### config.mk
export PLATFORM = sky130hd
export DESIGN_NAME = inst_mem
export DESIGN_NICKNAME = d
export VERILOG_FILES = /design/src/rtl/inst_mem.sv
export SDC_FILE = /design/constraint.sdc
export NUM_CORES = 1
export LEC_CHECK = 0
export BUFFER_PORTS_ARGS = -buffer_cell sky130_fd_sc_hd__buf_2
export CELL_PAD_IN_SITES_DETAIL_PLACEMENT = 1
export CELL_PAD_IN_SITES_GLOBAL_PLACEMENT = 1
export CORE_MARGIN = 2
export CORE_UTILIZATION = 50
export DETAILED_ROUTE_END_ITERATION = 8
export PLACE_DENSITY = 0.82
export SLEW_MARGIN = 15
export SYNTH_ARGS = -nofsm -noshare
export SYNTH_HDL_FRONTEND = slang
export SYNTH_SLANG_ARGS = --single-unit
export TNS_END_PERCENT = 20
### constraint.sdc
create_clock -name clk -period 3.9 [get_ports clk]
set_input_delay 0.39 -clock clk [delete_from_list [all_inputs] [get_ports clk]]
set_output_delay 0.39 -clock clk [all_outputs]
set_load 0.03 [all_outputs]
### src/rtl/inst_mem.sv
// ---------------------------------------------------------------------------
// inst_mem -- per-PE instruction store.
//
// A burst of instructions is written while `valid` is high. When `valid`
// drops, the stored program is replayed one word per clock, in write order,
// and wraps back to the first word after the last one.
//
// Ports
//   clk       in   system clock, rising edge
//   rst       in   asynchronous, active-low reset
//   valid     in   high = inst_in carries a word to store this cycle
//   inst_in   in   instruction word to store
//   inst_out  out  registered instruction issued to the PE decode stage
// ---------------------------------------------------------------------------
module inst_mem #(
    parameter int INST_WIDTH = 64,
    parameter int INST_DEPTH = 16,
    parameter int ADDR_WIDTH = $clog2(INST_DEPTH)
) (
    input  logic                  clk,
    input  logic                  rst,
    input  logic                  valid,
    input  logic [INST_WIDTH-1:0] inst_in,
    output logic [INST_WIDTH-1:0] inst_out
);

    localparam logic [ADDR_WIDTH:0]   DEPTH_CNT = (ADDR_WIDTH+1)'(INST_DEPTH);
    localparam logic [ADDR_WIDTH:0]   ONE_CNT   = (ADDR_WIDTH+1)'(1);
    localparam logic [ADDR_WIDTH-1:0] ONE_PTR   = ADDR_WIDTH'(1);

    logic [INST_WIDTH-1:0] mem [INST_DEPTH];

    logic [ADDR_WIDTH:0]   wr_ptr;
    logic [ADDR_WIDTH:0]   inst_cnt;
    logic [ADDR_WIDTH-1:0] rd_ptr;
    logic                  valid_d;

    logic                  new_burst;
    logic                  room;
    logic                  mem_we;
    logic [ADDR_WIDTH-1:0] mem_waddr;
    logic [ADDR_WIDTH:0]   last_idx;
    logic                  rd_wrap;

    always_comb begin
        new_burst = valid & ~valid_d;
        // wr_ptr is one bit wider than an address so "full" is distinguishable
        room      = (wr_ptr < DEPTH_CNT);
        mem_we    = valid & (new_burst | room);
        mem_waddr = new_burst ? '0 : wr_ptr[ADDR_WIDTH-1:0];
        // Only used when inst_cnt != 0, so the subtraction never underflows
        last_idx  = inst_cnt - ONE_CNT;
        rd_wrap   = ({1'b0, rd_ptr} == last_idx);
    end

    // Storage carries no reset; words beyond inst_cnt are never read.
    always_ff @(posedge clk) begin
        if (mem_we) begin
            mem[mem_waddr] <= inst_in;
        end
    end

    always_ff @(posedge clk or negedge rst) begin
        if (!rst) begin
            inst_out <= '0;
            wr_ptr   <= '0;
            rd_ptr   <= '0;
            inst_cnt <= '0;
            valid_d  <= 1'b0;
        end else begin
            valid_d <= valid;
            if (valid) begin
                inst_out <= '0;
                rd_ptr   <= '0;
                if (!valid_d) begin
                    // A new burst discards whatever program was stored before
                    wr_ptr   <= ONE_CNT;
                    inst_cnt <= ONE_CNT;
                end else if (room) begin
                    wr_ptr   <= wr_ptr + ONE_CNT;
                    inst_cnt <= inst_cnt + ONE_CNT;
                end
            end else if (inst_cnt == '0) begin
                inst_out <= '0;
                rd_ptr   <= '0;
            end else begin
                inst_out <= mem[rd_ptr];
                rd_ptr   <= rd_wrap ? '0 : rd_ptr + ONE_PTR;
            end
        end
    end

endmodule

## Word-level counts from Yosys, hierarchy flattened

Memory sizes are Yosys's and may differ from the RTL's.
Cells that the tools add are included.

- Mux-type cells: 12
- Reductions and logical operators: 2
- Shifts and indexed selects: 0
- $lt $le $gt $ge: 1
- Eq/ne operators: 2
- $add $sub $neg: 4
- Bitwise logic cells: 4
- $mul: 0
- Div/mod/pow operators: 0

Operators by type and width:

| cell | number |
|---|---|
| 64-bit 2-to-1 mux | 2 |
| 5-bit 2-to-1 mux | 4 |
| 4-bit 2-to-1 mux | 4 |
| 5-bit by 1-bit adder with 5-bit output, second input constant | 2 |
| 4-bit by 5-bit == test with 1-bit output | 1 |
| 5-bit logical NOT | 1 |
| 5-bit less-than comparator, second input constant | 1 |
| 5-bit by 1-bit subtractor with 5-bit output, second input constant | 1 |
| 4-bit by 1-bit adder with 4-bit output, second input constant | 1 |
| 1-bit AND | 2 |
| 1-bit 2-to-1 mux | 2 |
| 2-bit by 1-bit != test with 1-bit output, second input constant | 1 |
| 2-bit AND reduction | 1 |
| 1-bit NOT | 1 |
| 1-bit OR | 1 |

- Word-level logic and storage cells: 31
- Bits in registers: 79
- Memories: 1
- ROM bits: 0
- Bits of input ports: 67
- Latch bits: 0
- Output and inout port bits: 64
- Bits in writable memories: 1024

Memory list:

| name | depth | bits a word | read ports | clocked after memory_dff | write ports | RTL line | source |
|---|---|---|---|---|---|---|---|
| mem | 16 | 64 | 1 | 0 | 1 | 31 | `logic [INST_WIDTH-1:0] mem [INST_DEPTH];` |

## Logic depth before layout (Yosys ltp)

Gate-level depths: netlist (run 1).

- Word-level depth: 6
- Gate-level depth with buffers: 7
- Gate-level depth less buffers: 5

## Least setup slack after synthesis (run 1)

OpenSTA, ideal clock, no wires.

- Path kind: in2reg
- From: input valid
- To: memory mem[1][0] (enable)
- Slack: -514 ps
- Required time: 3414 ps
- Cell stages on the path: 5
- Arrival time: 3928 ps
- Cell sequence: clkbuf_1 > nor2b_1 > clkbuf_1 > nand4_1 > nor2_1

- Longest elaborated chain between the ends: 5
- Elaborated cells on any way between the ends: 6
- Classes of those cells: mux (3); bitwise (3)

Ends and longest elaborated chain:

| item | RTL line | source |
|---|---|---|
| start, declared | 22 | `input logic valid,` |
| 1-bit AND | 46 | `new_burst = valid & ~valid_d;` |
| 1-bit OR | 49 | `mem_we = valid & (new_burst \| room);` |
| 1-bit AND | 49 |  |
| 1-bit 2-to-1 mux | 58 | `if (mem_we) begin` |
| 1-bit 2-to-1 mux (not written as such) | 59 | `mem[mem_waddr] <= inst_in;` |
| end, declared | 31 |  |

Several ways; a longest one is shown, not always the timed one.

## Worst setup path after layout (run 1)

- From: input valid
- To: memory mem[15][26] (enable)

The elaborated chain is that of the path after synthesis.

==> reports/qor.yml, run 1 <==
grt-ovfl-total: 0
min_path_type: "input pin to flop"
postCtsResizedCells: 0
viasPerCell: 6.09
drv_slew: 0
synthArstFlopShare: 0.0716
cp_max_fo: 41
power.total_mw: 29.2
final_layout_size_suffix_gt1_frac: 0.304
setup_viol: 0
grt_pass1_wl_um: 142000
power.switching_mw: 7.36
reg2regPathDepth: 4
hold_start: "inst_in[0]"
cts_htree_levels: 3
layout_common_cells: "edfxtp_1, mux4_2, buf_2, mux2i_1, clkbuf_16"
die_x_um: 292
combinationalPowerShare: 0.155
crit_arrival_ns: 3.29
rsz0062_at_grt: "false"
period_share: 0.769
first_global_vias: 20900
p_leak_nw: 15.1
groute.usage.overall: 0.230
finalHoldViolCount: 0
slew_headroom: 0.297
dp_hpwl_um: 52600
regToRegStartpoint: "wr_ptr[4]"
place.gp.congestion: 0.750
cts_tree: "done"
ys_seq_area_frac: 0.789
drt_iter0_drc: 1801
worst-slew-pin-transition_ns: 1.05
nets: 2011
hold_depth: 1
start_kind: "input pin"
stdcell_count: 3108
fin_skew_ns: 0.0424
hold_end: "mem[13][0]"
final_common_cell: "edfxtp_1"
path_cells: "dlygate4sd3_1 > buf_2 > nor2b_1 > nand4_1 > nor2_4 > buf_4"
mappedNetlistNets: 1801
run_status: "completed"
synth.largest_area_cell: "edfxtp_1"
synthCells: 1730
synthesis.area_mm2: 0.0415
drt_wl_total_um: 96000
io_buffers: 130
seqPwrFrac: 0.479
synth_edf_count: 1024
core_mm2: 0.0821
clkSinkCount: 1103
max-cap-violations: 0
ys_ff_latch: 1103
clk_pin_slew_ns: 0.07
min_period_ns: 3.00
rows: 105
clk_root_buffer_cell: "clkbuf_16"
ant_nets: 0
path_class: "input pin to flop"
slowest_stage: "buf_4"
path_buf_inv: 3
powerDensity_mw_per_mm2: 617
reg2reg_setup_slack_ns: 1.05
clk-insertion-delay-late_ns: 0.69
antenna_found_initial: 10
die_h_um: 292
ir_worst_vdd_mv: 0.430
synth_top_area_frac: 0.742
num_vias: 18900
syn_area_per_cell_um2: 24.0
switching_share: 0.252
drt-wirelength-per-cell_um: 30.9
crit_path_max_incr_delay_ns: 0.62
firstDrtPassIters: 5
start_util: 0.505
netlist_top_cells_area: "edfxtp_1, mux4_2, dfrtp_1"
crit_family: "buffers and inverters"
area_growth_pct: 14.2
io_pins: 131
num-fill-cells: 6756
synthFlopType: "edfxtp_1"
die-area_mm2: 0.0852
power.internal_mw: 21.9
clk_path_buf_depth: 3
fmax_ghz: 0.333
endpoint_kind: "flop"
grt_max_degree: 52
placed_cells: 2899
timing.rr.end: "mem[15][26]"
yosys_warnings: 0
synthDistinctLibCells: 36
clkPwrFrac: 0.365
cts_buffers: 107
post-route-drc-count: 0
cp.required_ns: 4.19
setup_tns_ns: 0
[how the worst max path moves through the flow]
stage          startpoint          end  cells past startpoint  slack, ns
3_5_place_dp        valid  mem[13][27]                      5       0.88
5_1_grt             valid  mem[15][35]                      6       0.79
6_report            valid  mem[15][26]                      6       0.90
2_1_floorplan       valid    mem[1][0]                      5      -0.51
4_1_cts             valid  mem[13][26]                      6       0.99
3_3_place_gp        valid  mem[13][26]                      5       1.05
[sequential cells by signal (all words and copies together) (netlist names)]
name / cells
rd_ptr: 4
inst_out: 64
valid_d: 1
wr_ptr: 5
inst_cnt: 5
mem: 1024
[repair_timing]
item | 4_1_cts | 5_1_grt
hold endpoints to repair | 36 | 0
buffers inserted | 0 | 0
hold buffers | 2 | 0
[worst reg2reg max path: stages, from the launching register on]
cell and delay (ns):
dfrtp_1 0.45, nor2b_1 0.50, nand4_1 0.52, nor2_4 0.25, buf_4 0.62
[area by class of cell]
type / instances / area [µm²] / share of cell area
repair buffers: 191 / 1340 / 0.0283
well taps: 1070 / 1340 / 0.0283
diodes: 3 / 7.51 / 0.000159
flip-flops and latches: 1103 / 32700 / 0.692
clock buffers: 142 / 3020 / 0.0639
clock inverters: 62 / 667 / 0.0141
multi-input cells: 531 / 8190 / 0.173
inverters: 6 / 22.5 / 0.000476
[layer usage]
metal / GRT usage / share of wire
met5: 0 / 0.00060
met4: 0.0758 / 0.027
met3: 0.0390 / 0.065
met2: 0.389 / 0.51
met1: 0.305 / 0.39
[synthesized netlist by cell type (3+ instances only)]
cell type  count
a21oi_1        4
a311oi_1       4
buf_2         38
buf_6         30
clkbuf_1      18
dfrtp_1       79
edfxtp_1    1024
ha_1           4
inv_1          6
mux2i_1      128
mux4_1        23
mux4_2       233
nand2_1        6
nand2b_1       3
nand3_1        5
nand3b_1       3
nand4_1        3
nor2_1        21
o21ai_0        3
o22ai_1       66
or3_1          3
xnor2_1        5
xor2_1         4
[logic make-up (layout without fill, tap and decap cells)]
logic type | after synthesis | count (layout) | share of synthesized area
muxes | 384 | 384 | 0.172
DFF | 1103 | 1103 | 0.789
buffers and inverters | 96 | 401 | 0.0160
xor gates and xnor gates | 10 | 10 | 0.00247
adders and majority gates | 4 | 4 | 0.00121
AOI/OAI and AO/OA | 81 | 81 | 0.0124
other | 0 | 3 | 0
and+or+nand+nor | 52 | 52 | 0.00637
[per-stage QoR]
step                      hold slack, ns  cell area, µm²  utilization  setup WS (ns)
after detailed placement           0.503           43600        0.531          0.884
after global routing              0.0781           47300        0.576          0.785
after floorplan                   0.0944           41500            -         -0.514
final                             0.0812           47300        0.576          0.901
after global placement             0.481           43600        0.531           1.05
after CTS                         0.0431           47300        0.576          0.993
[power groups by stage]
stage / registers, mW / logic [mW] / clock network [mW]
6_report: 14.0 / 4.54 / 10.7
2_1_floorplan: 14.4 / 3.09 / 0
4_1_cts: 14.0 / 4.63 / 10.8
3_5_place_dp: 14.2 / 4.57 / 0
5_1_grt: 14.1 / 4.85 / 11.2
3_3_place_gp: 14.2 / 4.38 / 0
Note: power is estimated with default switching activity, not from simulation.
==> inputs of run 2 (changes only) <==
clock period = 2.6 ns   (was 3.9 ns; I/O delays follow)
==> run 2 against run 1 <==
Compared with the run above:
- non-clock buffer count increased by 77
- clock-buffer cell count increased by 10
- via count increased by 6.5%
- final cell count increased by 2.3%
- first-iteration DRC count increased by 27%
- utilization increased by 1.2 points
- sequential share of layout area decreased by 1.4 points
==> reports/qor.yml, run 2 (same netlist as run 1, synthesis figures left out) <==
power.internal_mw: 32.8
dp_hpwl_um: 53900
clk_root_buffer_cell: "clkbuf_16"
antenna_found_initial: 5
groute.usage.overall: 0.259
start_kind: "flop"
run_status: "completed"
combinationalPowerShare: 0.167
clkPwrFrac: 0.358
postCtsResizedCells: 0
final_layout_size_suffix_gt1_frac: 0.294
top_register: "mem"
nets: 2086
worst-slew-pin-transition_ns: 0.920
period_share: 0.966
fin_skew_ns: 0.0311
layout_common_cells: "edfxtp_1, mux4_2, buf_2, mux2i_1, clkbuf_16"
antenna_cells: 0
wl_met2_um: 54400
cp.required_ns: 2.99
largestRegisters: "mem x1024, inst_out x64"
area_growth_pct: 16.5
endpoint_kind: "flop"
postLayoutCoreUtil: 0.588
switching_share: 0.257
post-route-drc-count: 0
die_h_um: 292
min_period_ns: 2.51
viasPerCell: 6.34
cts_buffers: 105
min_path_type: "input pin to asynchronous set/reset pin"
ant_nets: 0
finalHoldViolCount: 0
path_class: "flop to flop"
grt_pass1_wl_um: 159000
worst_slack_ns: 0.0889
start_util: 0.505
io_buffers: 130
drt_iter0_drc: 2290
clkSinkCount: 1103
core_mm2: 0.0821
clk_path_buf_depth: 3
cp_max_fo: 8
grt-ovfl-total: 0
p_leak_nw: 15.5
drv_slew: 0
drt-wirelength-per-cell_um: 33.9
clk_pin_slew_ns: 0.07
cts_htree_levels: 3
io_pins: 131
max-cap-violations: 0
grt_max_degree: 77
place.gp.congestion: 0.744
ir_worst_vdd_mv: 0.544
num_vias: 20100
powerDensity_mw_per_mm2: 913
dr_wl_met3_um: 9080
rsz0062_at_grt: "false"
post-place-ws_ns: 0.187
firstDrtPassIters: 5
largest_reg_flops: 1024
fmax_ghz: 0.398
maxUsedRoutingLayer: "met5"
first_global_vias: 22200
crit_arrival_ns: 2.90
drt_wl_total_um: 108000
power.switching_mw: 11.3
setup_viol: 0
final_common_cell: "edfxtp_1"
die_x_um: 292
clk-insertion-delay-late_ns: 0.68
die-area_mm2: 0.0852
seqPwrFrac: 0.474
drt-met1-wl_um: 40700
rows: 105
slew_headroom: 0.387
cts_tree: "done"
num-fill-cells: 6726
-- run 2: changes by cell type in the layout (fill, tap and decap cells not counted), moves of 2 or more --
cell	change
clkinv_1	-8
buf_4	-18
diode_2	-3
clkbuf_16	-2
inv_16	-2
buf_12	+31
clkinv_8	+2
clkbuf_8	-3
dlygate4sd3_1	+64
clkinv_2	-4
clkinvlp_4	-3
clkbuf_1	+15
-- run 2: routing by layer --
layer	up-vias	GRT usage
met5	-	0
met4	10	0.0930
met3	259	0.0463
met2	1212	0.431
met1	10700	0.347
li1	7955	-
-- run 2: worst paths after layout --
kind	from	to	slack, ns	depth (start not counted)
max	wr_ptr[4]	mem[11][25]	0.09	5
min	rst	inst_out[59]	0.24	2
max reg2reg	wr_ptr[4]	mem[11][25]	0.09	5
min reg2reg	inst_cnt[4]	inst_cnt[4]	0.65	2
max in group asynchronous	rst	inst_out[56]	1.53	3
min in group clk	valid	valid_d	0.46	2
-- run 2: critical path: stages (launching register included) --
cell and delay, ns:
dfrtp_1 0.48, nor2b_1 0.42, nand4_1 0.18, buf_4 0.22
nor2_4 0.62, buf_4 0.28
-- run 2: power by group through the flow --
| stage | Combinational, mW | Clock, mW | Sequential, mW |
|---|---|---|---|
| floorplan | 4.68 | 0 | 21.5 |
| global placement | 6.89 | 0 | 21.2 |
| detailed placement | 7.18 | 0 | 21.2 |
| CTS | 7.47 | 16.0 | 20.9 |
| global route | 7.79 | 16.6 | 21.0 |
| finish | 7.39 | 15.8 | 20.9 |
-- run 2: cell type report --
type	instances	area, µm²	area share
inverter	6	22.5	0.000466
clock inverter	48	574	0.0119
clock buffer	152	2990	0.0618
sequential	1103	32700	0.678
multi-input combinational	531	8190	0.169
tap	1070	1340	0.0277
timing repair buffer	268	2470	0.0511
-- run 2: through the flow --
step | setup TNS [ns] | std cells | hold WS (ns) | power, mW | instance area (µm²)
3_3_place_gp | 0 | 2912 | 0.394 | 28.0 | 44100
4_1_cts | 0 | 3178 | 0.275 | 44.3 | 48300
6_report | 0 | 3178 | 0.243 | 44.1 | 48300
3_5_place_dp | 0 | 2912 | 0.428 | 28.4 | 44100
2_1_floorplan | -386.25 | 1730 | -0.0356 | 26.2 | 41500
5_1_grt | 0 | 3178 | 0.302 | 45.4 | 48300
-- run 2: what timing repair did --
item | in CTS | in global routing
endpoints found under the hold margin | 1060 | 0
hold buffers | 66 | 0
buffers inserted | 0 | 0
